--- src/rtl/timer_entry_ctrl.sv ---
// ---------------------------------------------------------------------------
// timer_entry_ctrl
//
// Purpose:
//   Keypad digit-entry controller for a kitchen-style timer. A key press is
//   debounced for DEBOUNCE_CYCLES cycles, accepted once, and shifted into a
//   four-digit BCD time register (newest digit in the low nibble). A held key
//   yields exactly one digit; the key must be released before the next one.
//
// Parameters:
//   DEBOUNCE_CYCLES  consecutive stable cycles before a key is accepted (2..255)
//
// Ports:
//   clk           in   single clock, rising edge
//   rst           in   synchronous active-high reset
//   key_any       in   high while any keypad line is pressed
//   D[3:0]        in   digit code from the keypad priority encoder
//   enablen       out  active-low enable to the priority encoder (registered)
//   entry_en      in   high while entry is permitted (timer not running)
//   clear         in   synchronous clear of the entered time
//   digits[15:0]  out  BCD {min_tens, min_units, sec_tens, sec_units}
//   entry_count   out  number of digits held, 0..4
//   digit_strobe  out  one-cycle pulse when a digit is shifted in
//   digit_err     out  one-cycle pulse when an out-of-range code is rejected
//
// Configuration:
//   DIGIT_RANGE_CHECK_EN  when defined, codes above 9 are rejected in ACCEPT
//                         and digit_err pulses; when undefined, every code is
//                         accepted and digit_err is tied low.
// ---------------------------------------------------------------------------
module timer_entry_ctrl #(
  parameter int unsigned DEBOUNCE_CYCLES = 4
) (
  input  logic        clk,
  input  logic        rst,
  input  logic        key_any,
  input  logic [3:0]  D,
  output logic        enablen,
  input  logic        entry_en,
  input  logic        clear,
  output logic [15:0] digits,
  output logic [2:0]  entry_count,
  output logic        digit_strobe,
  output logic        digit_err
);

  localparam logic [1:0] S_IDLE         = 2'd0;
  localparam logic [1:0] S_DEBOUNCE     = 2'd1;
  localparam logic [1:0] S_ACCEPT       = 2'd2;
  localparam logic [1:0] S_WAIT_RELEASE = 2'd3;

  // Counter value on the last DEBOUNCE cycle; DEBOUNCE spans counts 0..CNT_LAST.
  localparam logic [7:0] CNT_LAST = 8'(DEBOUNCE_CYCLES - 1);

  logic [1:0]  state_q, state_d;
  logic [3:0]  cand_q, cand_d;
  logic [7:0]  cnt_q, cnt_d;
  logic [15:0] digits_q, digits_d;
  logic [2:0]  count_q, count_d;
  logic        strobe_q, strobe_d;
  logic        enablen_q, enablen_d;
`ifdef DIGIT_RANGE_CHECK_EN
  logic        err_q, err_d;
`endif

  // Next-state, datapath and pulse computation.
  always_comb begin
    state_d  = state_q;
    cand_d   = cand_q;
    cnt_d    = cnt_q;
    digits_d = digits_q;
    count_d  = count_q;
    strobe_d = 1'b0;
`ifdef DIGIT_RANGE_CHECK_EN
    err_d    = 1'b0;
`endif

    if (clear) begin
      // Clear wipes the time and parks in WAIT_RELEASE so a held key is
      // not taken until it is released and pressed again.
      digits_d = 16'h0000;
      count_d  = 3'd0;
      state_d  = S_WAIT_RELEASE;
    end else begin
      case (state_q)
        S_IDLE: begin
          if (entry_en && key_any) begin
            cand_d  = D;
            cnt_d   = 8'd0;
            state_d = S_DEBOUNCE;
          end else begin
            state_d = S_IDLE;
          end
        end

        S_DEBOUNCE: begin
          if (!key_any || (D != cand_q) || !entry_en) begin
            state_d = S_IDLE;
          end else if (cnt_q == CNT_LAST) begin
            state_d = S_ACCEPT;
          end else begin
            cnt_d = cnt_q + 8'd1;
          end
        end

        S_ACCEPT: begin
          state_d = S_WAIT_RELEASE;
          if (entry_en && (count_q < 3'd4)) begin
`ifdef DIGIT_RANGE_CHECK_EN
            if (cand_q > 4'd9) begin
              err_d = 1'b1;
            end else begin
              digits_d = {digits_q[11:0], cand_q};
              count_d  = count_q + 3'd1;
              strobe_d = 1'b1;
            end
`else
            digits_d = {digits_q[11:0], cand_q};
            count_d  = count_q + 3'd1;
            strobe_d = 1'b1;
`endif
          end else begin
            // Full register or entry disabled: key is silently discarded.
            digits_d = digits_q;
          end
        end

        S_WAIT_RELEASE: begin
          if (key_any) begin
            state_d = S_WAIT_RELEASE;
          end else begin
            state_d = S_IDLE;
          end
        end

        default: begin
          state_d = S_IDLE;
        end
      endcase
    end

    // Encoder is enabled whenever entry is allowed and we are not waiting for release.
    enablen_d = ~(entry_en & (state_d != S_WAIT_RELEASE));
  end

  // State and output registers with synchronous reset.
  always_ff @(posedge clk) begin
    if (rst) begin
      state_q   <= S_IDLE;
      cand_q    <= 4'd0;
      cnt_q     <= 8'd0;
      digits_q  <= 16'h0000;
      count_q   <= 3'd0;
      strobe_q  <= 1'b0;
      enablen_q <= 1'b1;
    end else begin
      state_q   <= state_d;
      cand_q    <= cand_d;
      cnt_q     <= cnt_d;
      digits_q  <= digits_d;
      count_q   <= count_d;
      strobe_q  <= strobe_d;
      enablen_q <= enablen_d;
    end
  end

`ifdef DIGIT_RANGE_CHECK_EN
  // Rejected-code pulse register.
  always_ff @(posedge clk) begin
    if (rst) begin
      err_q <= 1'b0;
    end else begin
      err_q <= err_d;
    end
  end

  assign digit_err = err_q;
`else
  assign digit_err = 1'b0;
`endif

  assign enablen      = enablen_q;
  assign digits       = digits_q;
  assign entry_count  = count_q;
  assign digit_strobe = strobe_q;

endmodule

--- config.mk ---
export PLATFORM = sky130hd
export DESIGN_NAME = timer_entry_ctrl
export DESIGN_NICKNAME = d
export VERILOG_FILES = /design/src/rtl/timer_entry_ctrl.sv
export SDC_FILE = /design/constraint.sdc
export NUM_CORES = 1
export LEC_CHECK = 0
export BUFFER_PORTS_ARGS = -buffer_cell sky130_fd_sc_hd__buf_2
export CAP_MARGIN = 20
export CORE_MARGIN = 5
export CORE_UTILIZATION = 57
export CTS_CLUSTER_SIZE = 20
export DETAILED_ROUTE_END_ITERATION = 7
export HOLD_SLACK_MARGIN = 0.15
export PLACE_DENSITY = 0.81
export SYNTH_ARGS = -nofsm -noshare
export SYNTH_HDL_FRONTEND = slang
export SYNTH_SLANG_ARGS = --single-unit
--- constraint.sdc ---
create_clock -name clk -period 4.15 [get_ports clk]
set_clock_uncertainty 0.1 [all_clocks]
set_input_delay 0.2075 -clock clk [delete_from_list [all_inputs] [get_ports clk]]
set_output_delay 0.2075 -clock clk [all_outputs]
set_load 0.02 [all_outputs]
# ---- Yosys cells after proc, flatten, opt, wreduce, memory -nomap -nowiden
# Cells that the tools add are included.
dict set report totals {
  rom_bits 0
  register_bits 35
  input_bits 9
  output_inout_bits 22
  mem_count 0
  wordCells 47
  latchBits 0
  ram_bits 0
}
dict set report op_classes {
  shift 0
  addsub 2
  bitwise_logic 4
  order_cmp 1
  reduce_logical 13
  n_mul 0
  div 0
  n_eq_ne 9
  n_mux 11
}
# op n
set op_table {}
lappend op_table {{two-way mux 8 bit} 3}
lappend op_table {{case mux 8 bit (2 select lines)} 1}
lappend op_table {{adder 8 x 1 -> 8 bit (second input constant)} 1}
lappend op_table {{equality test 8 x 2 -> 1 bit (second input constant)} 1}
lappend op_table {{two-way mux 2 bit} 4}
lappend op_table {{inequality test 2 bit (second input constant)} 4}
lappend op_table {{case mux 2 bit (4 select lines)} 1}
lappend op_table {{AND reduction 5 bit} 1}
lappend op_table {{equality test 2 bit (second input constant)} 2}
lappend op_table {{inequality test 4 bit} 1}
lappend op_table {{adder 3 x 1 -> 3 bit (second input constant)} 1}
lappend op_table {{less-than comparator 3 bit (second input constant)} 1}
lappend op_table {{NOT 1 bit} 3}
lappend op_table {{AND reduction 3 bit} 1}
lappend op_table {{OR reduction 3 bit} 1}
lappend op_table {{equality test 2 x 1 -> 1 bit (second input constant)} 1}
lappend op_table {{logical AND 1 bit} 2}
lappend op_table {{logical NOT 1 bit} 2}
lappend op_table {{logical NOT 2 bit} 1}
lappend op_table {{logical OR 1 bit} 2}
lappend op_table {{two-way mux 1 bit} 2}
lappend op_table {{AND reduction 2 bit} 1}
lappend op_table {{nonzero test 2 bit} 1}
lappend op_table {{OR reduction 2 bit} 1}
lappend op_table {{bitwise AND 1 bit} 1}

# ---- Depth between registers and ports, before layout
# Gate-level depths: netlist (run 1).
dict set report logic_depth {
  depth_word 9
  depth_mapped 7
}

# ---- Worst setup path before layout (run 1)
# OpenSTA, ideal clock, no wires.
dict set report synth_path {
  kind {register to register}
  startpoint {register cnt_q[0]}
  endpoint {register cnt_q[6]}
  stages_incl_launch_ff 8
  path_slack_ps 2205
  t_arrival_ps 1722
  t_required_ps 3926
  n_path_buf 1
  setup_time_ps 124
  period_less_slack_ps 1945
  path_cell_list {dfxtp_1 -> ha_1 -> or4b_4 -> nor4_4 -> o311a_4 -> buf_6 -> or3_1 -> a21oi_1}
}
dict set report synth_via {
  elab_chain_cells 4
}
# element line_no
set synth_rtl {}
lappend synth_rtl {{start, declared} 57} ;# logic [7:0] cnt_q, cnt_d;
lappend synth_rtl {{start signal, assigned} 159} ;# cnt_q <= cnt_d;
lappend synth_rtl {{adder 8 x 1 -> 8 bit} 102} ;# cnt_d = cnt_q + 8'd1;
lappend synth_rtl {{two-way mux 8 bit} 99} ;# end else if (cnt_q == CNT_LAST) begin
lappend synth_rtl {{two-way mux 8 bit} 97} ;# if (!key_any || (D != cand_q) || !entry_en) begin
lappend synth_rtl {{case mux 8 bit (2 select lines)} 85} ;# case (state_q)
# Several ways; a longest one is shown, not always the timed one. The select of a mux whose other input is x is not followed.
# A chain may end at the register's enable or synchronous reset.

# ---- Worst setup path after layout (run 1)
dict set report layout_path {
  startpoint {input clear}
  endpoint {register cand_q[0]}
}
dict set report layout_via {
  elab_chain_cells 2
}
# element line_no
set layout_rtl {}
lappend layout_rtl {{start, declared} 40} ;# input logic clear,
lappend layout_rtl {{NOT 1 bit (no source line)} -}
lappend layout_rtl {{AND reduction 3 bit (no source line)} -}
lappend layout_rtl {{end signal, assigned} 158} ;# cand_q <= cand_d;
lappend layout_rtl {{end, declared} 56} ;# logic [3:0] cand_q, cand_d;
# Every way passes these cells.

==> results by group, run 1 <==
Setup path
  • Data required time of the worst path: 4270 ps
  • Critical-path top delay cell: nor4_2
  • Critical path buffer and inverter count: 3
  • Longest individual stage delay on the worst path: 570 ps
  • Worst setup path class: in2reg
  • Most common cell on crit path: dlygate4sd3_1
  • CP Cell Sequence: dlygate4sd3_1, buf_2, nor4_2, mux2i_1, nor2_1, dlygate4sd3_1
  • Worst path arrival time: 2390 ps
  • Cell family with most CP delay: buffers and inverters
  • Kind of end point of the critical path: register
  • R2r setup slk: 2020 ps
  • Worst Setup Start Kind: primary input
  • Worst-path maximum fanout: 5

Synth
  • Register area share after synthesis: 0.469
  • Distinct cell type count after synthesis: 36
  • Number of flops mapped to enable cells by yosys: 0
  • Avg Cell Area, Syn: 8.64 µm²
  • Summed instance area of the synthesized netlist: 1500 µm²
  • Yosys Warn Count: 0
  • Synthesized instance count: 173
  • Synthesized netlist net count: 184
  • Share of synthesized flip-flops with an asynchronous set or reset: 0
  • Predominant post-synthesis flop cell: dfxtp_1
  • Yosys reg bits: 35

Clock tree
  • # clock sinks: 35
  • H-tree depth: 2
  • Clock-pin transition on the worst setup and hold timing paths: 100 ps
  • Number of buffers created by CTS: 5
  • Root buffer cell: clkbuf_4
  • Maximum buffer depth of the clock tree: 2
  • Clock insertion delay at the later pin of the skew report: 330 ps
  • TritonCTS clock tree: built

Placed design
  • Placer Congestion: 0.848
  • Port Buffer Count: 29
  • Dpl cells: 224
  • HPWL after detailed placement: 2.24 mm

Drt
  • Total DRC errors in the routed layout: 0
  • Detailed-route vias per instance: 5.39
  • Routed length on met3: 224 µm
  • Number of violations reported at the end of detailed-routing iteration 0: 46
  • Total wire length after detailed routing: 3.22 mm
  • First-pass DRT Iterations: 4
  • Routed via count: 1,321
  • Final ANT Viol Nets: 0
  • Average routed wire per standard cell: 13.1 µm
  • Uppermost signal routing layer after detailed routing: met4
  • Met2 routed WL: 1.56 mm
  • Length of routed wiring on met1: 1.39 mm

Layout
  • Layout cells sized above 1: 0.242
  • Multi-input logic area: 744 µm²
  • Fillers: 191
  • Non-Filler Instances: 245
  • Area growth from synthesis to layout: 21.5%
  • Antenna cell count: 0
  • FF/Latch Area: 701 µm²
  • Fin nets: 225

Die
  • Chip width: 61.2 µm
  • Initial standard-cell utilization of the core: 0.598
  • Floorplan die area: 3750 µm²
  • Die Height: 61.2 µm
  • Core Rows: 18
  • # IOs: 31
  • Core Region: 2500 µm²

Timing
  • Total negative setup slack: 0 ps
  • Share of the clock period used by the worst path: 0.547
  • Relative slew margins: 0.542
  • Fmax: 441 MHz
  • Number of failing hold endpoints at the final stage: 0
  • Final Max Tran Viols: 0
  • Post-layout minimum cycle time: 2270 ps
  • Worst hold margin: 357 ps
  • RSZ-0062 raised after global routing: false
  • Actual slew at the worst max-slew pin: 685 ps
  • Setup Viol. Count Final: 0

Global route
  • Remaining global-route overflow: 0
  • Via count of the first global-routing pass: 1,218
  • Initial antenna violation count: 0
  • Maximum number of pins on one net before global-route repair: 21
  • First-pass GRT wire length: 5.43 mm
  • Overall track demand over capacity in global routing: 0.197

Pwr
  • Static Leak: 0.682 nW
  • Power density over cell area: 311 nW/µm²
  • Sum of internal, switching and leakage power: 564 µW
  • Maximum vdd ir drop: 0.255 mV

Flow run
  • Number of violations of the max-capacitance limit: 0

Min path
  • Hold/Removal Path Class: reg2reg

Status
  • Result of the run: finished clean
==> layout by cell type, fill, tap and decap left out, types with 2 or more instances in the layout <==
cell,synthesis,final
a21oi_1,28,28
or2_2,2,2
dlygate4sd3_1,0,12
or3_1,3,3
buf_2,1,29
or3_2,4,4
nand2_1,40,40
ha_1,2,2
nand3b_1,3,3
o21ai_2,2,2
nor2_1,7,7
nand3_1,3,3
o21ai_1,6,6
clkbuf_1,4,2
dfxtp_1,35,35
nand4_1,4,4
inv_1,2,2
clkbuf_4,0,5
xnor2_1,5,5
mux2i_1,4,4
==> per-layer routing <==
metal  up-vias  global-route usage
met3         4              0.0524
met5         -                   0
met1       602               0.244
li1        678                   -
met4         0              0.0836
met2        37               0.323
==> cell usage after synthesis (2+ instances only) <==
cell	count	area share
nand4_1	4	0.017
ha_1	2	0.017
dfxtp_1	35	0.47
o21ai_1	6	0.020
or3_1	3	0.013
nand3b_1	3	0.015
o21ai_2	2	0.012
clkbuf_1	4	0.010
mux2i_1	4	0.027
nor2_1	7	0.018
or3_2	4	0.020
nand3_1	3	0.010
inv_1	2	0.0050
a21oi_1	28	0.094
nand2_1	40	0.10
xnor2_1	5	0.029
or2_2	2	0.0084
==> path summary, 6_finish.rpt <==
check / from / to / depth (start not counted)
min reg2reg: digits[15]$_SDFFE_PP0P_ / digits[15]$_SDFFE_PP0P_ / 2
max reg2reg: state_q[1]$_SDFF_PP0_ / cand_q[0]$_SDFFE_PP0P_ / 4
min: digits[15]$_SDFFE_PP0P_ / digits[15]$_SDFFE_PP0P_ / 2
max: clear / cand_q[0]$_SDFFE_PP0P_ / 6
==> power breakdown <==
group | switching, mW | internal (mW)
registers | 0.00411 | 0.339
clock network | 0.105 | 0.0660
logic | 0.0296 | 0.0204
==> state kept, by name, summed over array words and instances (netlist names) <==
signal,flops
entry_count,3
cand_q,4
enablen,1
digits,16
state_q,2
digit_strobe,1
cnt_q,8
==> worst reg2reg max path, stage by stage, from the launching register on <==
cell and delay [ps]:
dfxtp_1 380, nor4_2 640, mux2i_1 300, nor2_1 60, dlygate4sd3_1 560
==> logic make-up after synthesis <==
kind of cell | after synthesis | share of synthesized area
buf+inv | 10 | 0.0335
flops | 35 | 0.469
mux | 4 | 0.0268
other cells | 1 | 0.00251
compound gates | 39 | 0.150
simple gates | 77 | 0.273
fa+ha+maj | 2 | 0.0167
xor+xnor | 5 | 0.0293
==> stage by stage <==
stage / setup slack [ps] / util / instance area (µm²)
global route: 1760 / 0.727 / 1820
finish: 1880 / 0.727 / 1820
CTS: 2000 / 0.722 / 1810
detailed placement: 2060 / 0.654 / 1640
floorplan: 2200 / - / 1500
global placement: 2150 / 0.654 / 1640
==> layout make-up <==
class,count,share of cell area
multi-input cells,128,0.410
flip-flops and latches,35,0.386
repair buffers,42,0.152
clock buffers,7,0.0248
well taps,30,0.0207
inverters,2,0.00413
clock inverters,1,0.00275
==> what timing repair did <==
action,4_1_cts,5_1_grt
hold buffers,12,0
hold endpoints to repair,9,0
endpoints found under the setup margin,0,0
resized for setup,0,0
buffers inserted,0,0
No activity file was read; power rests on OpenSTA's default activity.
==> run 2, diff against run 1 <==
- CORE_UTILIZATION: 57 -> 48
- PLACE_DENSITY: 0.81 -> 0.72
- clock period: 4.15 -> 1.9 ns (I/O delays scaled with it)
==> results by group, run 2 (same netlist as run 1, synthesis figures left out) <==
Status
  • Result of the run: finished, violations left
  • Violated checks: negative setup slack

Clock tree
  • Root buffer cell: clkbuf_4
  • H-tree depth: 2 (unchanged)
  • TritonCTS clock tree: built
  • # clock sinks: 35 (unchanged)
  • Number of buffers created by CTS: 5 (unchanged)
  • Maximum buffer depth of the clock tree: 2 (unchanged)
  • Clock-pin transition on the worst setup and hold timing paths: 110 ps (about the same)
  • Clock insertion delay at the later pin of the skew report: 340 ps (about the same)

Setup path
  • Critical path buffer and inverter count: 0 (-3)
  • Longest individual stage delay on the worst path: 460 ps (-110 ps)
  • Kind of end point of the critical path: register
  • Critical-path top delay cell: or4b_4
  • Reg-to-reg endpoint: cnt_q[7]$_SDFFE_PP0P_
  • Data required time of the worst path: 2080 ps (-2190 ps)
  • R2r setup slk: -30 ps (-2050 ps)
  • Launch point of the worst reg-to-reg path: cnt_q[1]$_SDFFE_PP0P_
  • Capturing instance or port of the critical path: cnt_q[7]$_SDFFE_PP0P_
  • Worst reg-to-reg path cell count: 6 (+2)
  • Depth of the critical timing path with buffers and inverters included: 6 (unchanged)
  • Worst setup path class: reg2reg
  • Worst-path maximum fanout: 7 (+2)
  • Setup crit start: cnt_q[1]$_SDFFE_PP0P_
  • Cell family with most CP delay: simple AND/OR/NAND/NOR gates
  • Worst Setup Start Kind: register
  • Worst path arrival time: 2110 ps (-280 ps)
  • CP Cell Sequence: ha_4, or4b_4, nor4_4, o311a_4, o21ai_2, a21oi_1

Layout
  • Area growth from synthesis to layout: 34.7%
  • Leading cell type in the layout, fill and taps excluded: nand2_1
  • Antenna cell count: 0 (unchanged)
  • Top library cells by usage in the layout, fill and taps aside: nand2_1, dfxtp_1, buf_2
  • Max FFs per register: 16 (unchanged)
  • Share of the core filled with cells in the final layout: 0.665 (-0.0614)
  • Layout cells sized above 1: 0.351 (+0.109)
  • Fin nets: 232 (+3.1%)
  • Non-Filler Instances: 266 (+8.6%)
  • Fillers: 259 (+36%)

Placed design
  • Port Buffer Count: 29 (unchanged)
  • Worst slack at placement: -14.5 ps (-2080 ps)
  • HPWL after detailed placement: 2.42 mm (+8.1%)
  • Placer Congestion: 0.802 (-5.5%)
  • Dpl cells: 246 (+9.8%)

Die
  • Core Region: 3030 µm² (+21%)
  • Chip width: 65.8 µm (+7.5%)
  • Die Height: 65.8 µm (+7.5%)
  • Core Rows: 20 (+2)
  • Initial standard-cell utilization of the core: 0.494 (-0.104)
  • Floorplan die area: 4330 µm² (+16%)
  • # IOs: 31 (unchanged)

Timing
  • Final Max Tran Viols: 0 (unchanged)
  • Number of failing hold endpoints at the final stage: 0 (unchanged)
  • Setup Viol. Count Final: 4 (+4)
  • Share of the clock period used by the worst path: 1.02
  • Final Worst Setup Slack: -30.6 ps (-1910 ps)
  • Worst hold margin: 206 ps (-151 ps)
  • Post-layout minimum cycle time: 1930 ps
  • RSZ-0062 raised after global routing: true
  • Total negative setup slack: -68.7 ps (-68.7 ps)
  • Fmax: 518 MHz

Global route
  • First-pass GRT wire length: 6.20 mm (+14%)
  • Overall track demand over capacity in global routing: 0.186 (-0.0109)
  • Maximum number of pins on one net before global-route repair: 21 (unchanged)
  • Via count of the first global-routing pass: 1,398 (+15%)
  • Initial antenna violation count: 0 (unchanged)
  • Remaining global-route overflow: 0 (unchanged)

Drt
  • Final ANT Viol Nets: 0 (unchanged)
  • Total wire length after detailed routing: 3.61 mm (+12%)
  • Total DRC errors in the routed layout: 0 (unchanged)
  • Number of violations reported at the end of detailed-routing iteration 0: 39 (-15%)
  • Average routed wire per standard cell: 13.6 µm (+3.3%)
  • Detailed-route vias per instance: 5.25 (-2.6%)
  • First-pass DRT Iterations: 4 (unchanged)
  • Routed via count: 1,397 (+5.8%)

Pwr
  • Switching share of power: 0.245 (-0.00136)
  • Comb pwr share: 0.092 (+0.003)
  • Static Leak: 0.743 nW (+8.9%)
  • Seq pwr share: 0.528 (-0.080)
  • Power density over cell area: 703 nW/µm² (+130%)
  • P_int: 1.07 mW (+150%)
  • Net Switching: 347 µW (+150%)
  • Maximum vdd ir drop: 0.418 mV (+64%)
  • Share of total power in the clock network: 0.380 (+0.077)

Min path
  • Cell count of the worst hold path: 6 (+4)
  • Hold/Removal Path Class: in2reg

Flow run
  • Number of violations of the max-capacitance limit: 0 (unchanged)
-- run 2: changes by cell type in the layout (fill, tap and decap cells not counted), sizes merged --
cell	before	now
buf	30	39
bufinv	0	1
clkbuf	7	5
clkinv	1	2
dlygate4sd3	12	9
o311a	1	2
-- run 2: what timing repair did --
item,CTS,global route
resized for setup,8,10
pin swaps,5,10
setup endpoints to repair,8,9
cloned,1,0
hold endpoints to repair,9,0
buffers inserted,1,1
hold buffers,9,0
-- run 2: tightest hold or removal path, stage by stage --
cell	delay, ps
buf_2	100
xnor2_1	70
nand3_2	150
nor3_1	80
nand2_1	60
a21oi_1	60
-- run 2: power by group through the flow --
stage	logic (mW)	registers, mW	clock network, mW
2_1_floorplan	0.0666	0.766	0
3_3_place_gp	0.0936	0.766	0
3_5_place_dp	0.0978	0.766	0
4_1_cts	0.120	0.749	0.555
5_1_grt	0.142	0.749	0.580
6_report	0.130	0.748	0.538
-- run 2: cell type report --
type / count / area [µm²] / area share
inverter: 2 / 7.51 / 0.00373
clock inverter: 3 / 43.8 / 0.0217
tap: 44 / 55.1 / 0.0273
sequential: 35 / 708 / 0.352
multi-input combinational: 129 / 852 / 0.423
clock buffer: 5 / 37.5 / 0.0186
timing repair buffer: 48 / 310 / 0.154
-- run 2: worst min-delay path by stage --
stage	endpoint	slack, ps	startpoint
5_1_grt	state_q[1]$_SDFF_PP0_	220	D[1]
4_1_cts	state_q[1]$_SDFF_PP0_	220	D[1]
3_5_place_dp	enablen$_SDFF_PP1_	240	entry_en
6_report	state_q[1]$_SDFF_PP0_	210	D[1]
2_1_floorplan	enablen$_SDFF_PP1_	80	entry_en
3_3_place_gp	enablen$_SDFF_PP1_	230	entry_en
-- run 2: routing by layer --
layer  global-route usage  vias to the layer above  wire length, µm
met5                    0                        -                0
met4               0.0622                        0               42
met3               0.0578                        5              189
met2                0.329                       32             1920
met1                0.210                      658             1460
li1                     -                      702                -
-- run 2: stage by stage --
stage	cell area (µm²)	total power, mW
2_1_floorplan	1510	0.833
3_3_place_gp	1730	0.859
3_5_place_dp	1730	0.864
4_1_cts	1950	1.42
5_1_grt	2010	1.47
6_report	2010	1.42
==> run 3, diff against run 2 <==
- CORE_MARGIN: 5 -> not set
- CTS_CLUSTER_DIAMETER: not set -> 120
==> results by group, run 3 (same netlist as run 1, synthesis figures left out) <==
Status
  • Result of the run: finished, violations left
  • Violated checks: negative setup slack

Die
  • # IOs: 31 (unchanged)
  • Initial standard-cell utilization of the core: 0.524 (+0.0303)
  • Die Height: 57.8 µm (-12%)
  • Core Rows: 19 (-5.0%)
  • Chip width: 57.8 µm (-12%)
  • Floorplan die area: 3340 µm² (-23%)
  • Core Region: 2850 µm² (-5.8%)

Global route
  • GRT met2 Usage: 0.376 (+0.0469)
  • First-pass GRT wire length: 5.78 mm (-6.8%)
  • Overall track demand over capacity in global routing: 0.231 (+0.0450)
  • Met3 routing resource usage after global routing: 0.0848 (+0.0270)
  • Initial antenna violation count: 0 (unchanged)
  • Top Usage Layer GRT: met2
  • Remaining global-route overflow: 0 (unchanged)
  • Maximum number of pins on one net before global-route repair: 21 (unchanged)
  • Via count of the first global-routing pass: 1,328 (-5.0%)
  • Met1 track demand over resource in global routing: 0.270 (+0.0594)

Pwr
  • Sum of internal, switching and leakage power: 1.27 mW (-10%)
  • Power density over cell area: 662 nW/µm² (-5.8%)
  • Static Leak: 0.710 nW (-4.4%)
  • Maximum vdd ir drop: 0.426 mV (+1.8%)

Drt
  • Final ANT Viol Nets: 0 (unchanged)
  • First-pass DRT Iterations: 4 (unchanged)
  • Total DRC errors in the routed layout: 0 (unchanged)
  • Total wire length after detailed routing: 3.53 mm (-2.2%)
  • Number of violations reported at the end of detailed-routing iteration 0: 54 (+38%)
  • Average routed wire per standard cell: 13.9 µm (+2.8%)
  • Routed via count: 1,428 (+2.2%)
  • Detailed-route vias per instance: 5.64 (+7.5%)

Clock tree
  • # clock sinks: 35 (unchanged)
  • Number of buffers created by CTS: 5 (unchanged)
  • Maximum buffer depth of the clock tree: 2 (unchanged)
  • Post-CTS setup buffer count: 0 (-1)
  • Root buffer cell: clkbuf_4
  • TritonCTS clock tree: built
  • Clock-pin transition on the worst setup and hold timing paths: 110 ps (about the same)
  • H-tree depth: 2 (unchanged)
  • Clock insertion delay at the later pin of the skew report: 340 ps (about the same)

Timing
  • Post-layout minimum cycle time: 1910 ps (-17.5 ps)
  • Share of the clock period used by the worst path: 1.01 (-0.00922)
  • RSZ-0062 raised after global routing: true
  • Setup Viol. Count Final: 2 (-2)
  • Number of failing hold endpoints at the final stage: 0 (unchanged)
  • Final Worst Setup Slack: -13.1 ps (+17.5 ps)
  • Final Max Tran Viols: 0 (unchanged)
  • Worst hold margin: 218 ps (+11.7 ps)
  • Fmax: 523 MHz (+0.92%)

Placed design
  • Port Buffer Count: 29 (unchanged)
  • HPWL after detailed placement: 2.24 mm (-7.2%)
  • Worst slack at placement: -35.1 ps (-20.6 ps)
  • Placer Congestion: 0.803 (+0.11%)

Setup path
  • Worst path arrival time: 2100 ps (about the same)
  • Worst setup path class: reg2reg
  • Longest individual stage delay on the worst path: 450 ps (about the same)
  • Critical path buffer and inverter count: 0 (unchanged)
  • Worst-path maximum fanout: 7 (unchanged)
  • Worst Setup Start Kind: register
  • Data required time of the worst path: 2080 ps (about the same)
  • Cell family with most CP delay: simple AND/OR/NAND/NOR gates
  • Critical-path top delay cell: or3_2
  • Kind of end point of the critical path: register
  • CP Cell Sequence: ha_4, or4b_4, nor4_4, o311a_4, or3_2, a21oi_1

Layout
  • Max FFs per register: 16 (unchanged)
  • Area growth from synthesis to layout: 28.1%
  • Layout cells sized above 1: 0.315 (-0.0360)
  • Share of the core filled with cells in the final layout: 0.671 (+0.00620)
  • Leading cell type in the layout, fill and taps excluded: nand2_1
  • Antenna cell count: 0 (unchanged)
  • Fin nets: 232 (unchanged)
  • Top library cells by usage in the layout, fill and taps aside: nand2_1, dfxtp_1, buf_2

Min path
  • Hold/Removal Path Class: in2reg

Flow run
  • Number of violations of the max-capacitance limit: 0 (unchanged)
run 3: changes by cell type in the layout (fill, tap and decap cells not counted), moves of 2 or more:
cell,previous run,this run
dfxtp_2,0,2
or3_4,3,1
o21ai_1,2,6
xnor2_2,2,0
or3_2,1,3
xnor2_1,3,5
dfxtp_4,2,0
o21ai_2,6,2
run 3: metal layers:
metal / part of all wire / up-vias
met2: 0.51 / 38
met4: 0.026 / 0
met5: 0 / -
met3: 0.049 / 12
met1: 0.42 / 676
li1: - / 702
run 3: what timing repair did:
item                       4_1_cts  5_1_grt
pin swaps                        4        5
resized for setup                3        3
hold endpoints to repair        10        0
hold buffers                     9        0
setup endpoints to repair        8        9
gates cloned                     1        0
run 3: per-stage QoR:
step                      cells  area (µm²)  setup TNS (ps)
final                       253        1920           -20.7
after global routing        253        1920            -590
after detailed placement    235        1730            -183
after CTS                   253        1900           -13.8
after floorplan             173        1510           -10.6
after global placement      235        1730               0
run 3: cell type report:
cell class | count | area (µm²)
tap | 31 | 38.8
clock inverter | 2 | 12.5
fill | 231 | 937
timing repair buffer | 48 | 310
clock buffer | 6 | 41.3
sequential | 35 | 703
multi-input combinational | 129 | 802
inverter | 2 | 7.51
run 3: worst paths after layout:
path	end	cells after the start	from	slack [ps]
hold / removal	state_q[1]$_SDFF_PP0_	6	D[3]	220
setup / recovery	cnt_q[5]$_SDFFE_PP0P_	6	cnt_q[1]$_SDFFE_PP0P_	-10
hold reg to reg	digits[13]$_SDFFE_PP0P_	2	digits[13]$_SDFFE_PP0P_	360
setup reg to reg	cnt_q[5]$_SDFFE_PP0P_	6	cnt_q[1]$_SDFFE_PP0P_	-10
run 3: worst reg2reg max path, stage by stage (launching register included):
cell and delay [ps]:
dfxtp_2 350, ha_4 160, or4b_4 210, nor4_4 50, o311a_4 400, or3_2 450
a21oi_1 140
run 3: power breakdown:
part           switching (mW)  total, mW  leakage, nW  internal (mW)
Clock                   0.250      0.393       0.0282          0.143
Sequential            0.00996      0.750        0.284          0.740
Combinational          0.0734      0.125        0.398         0.0519
Total                   0.334       1.27        0.710          0.935
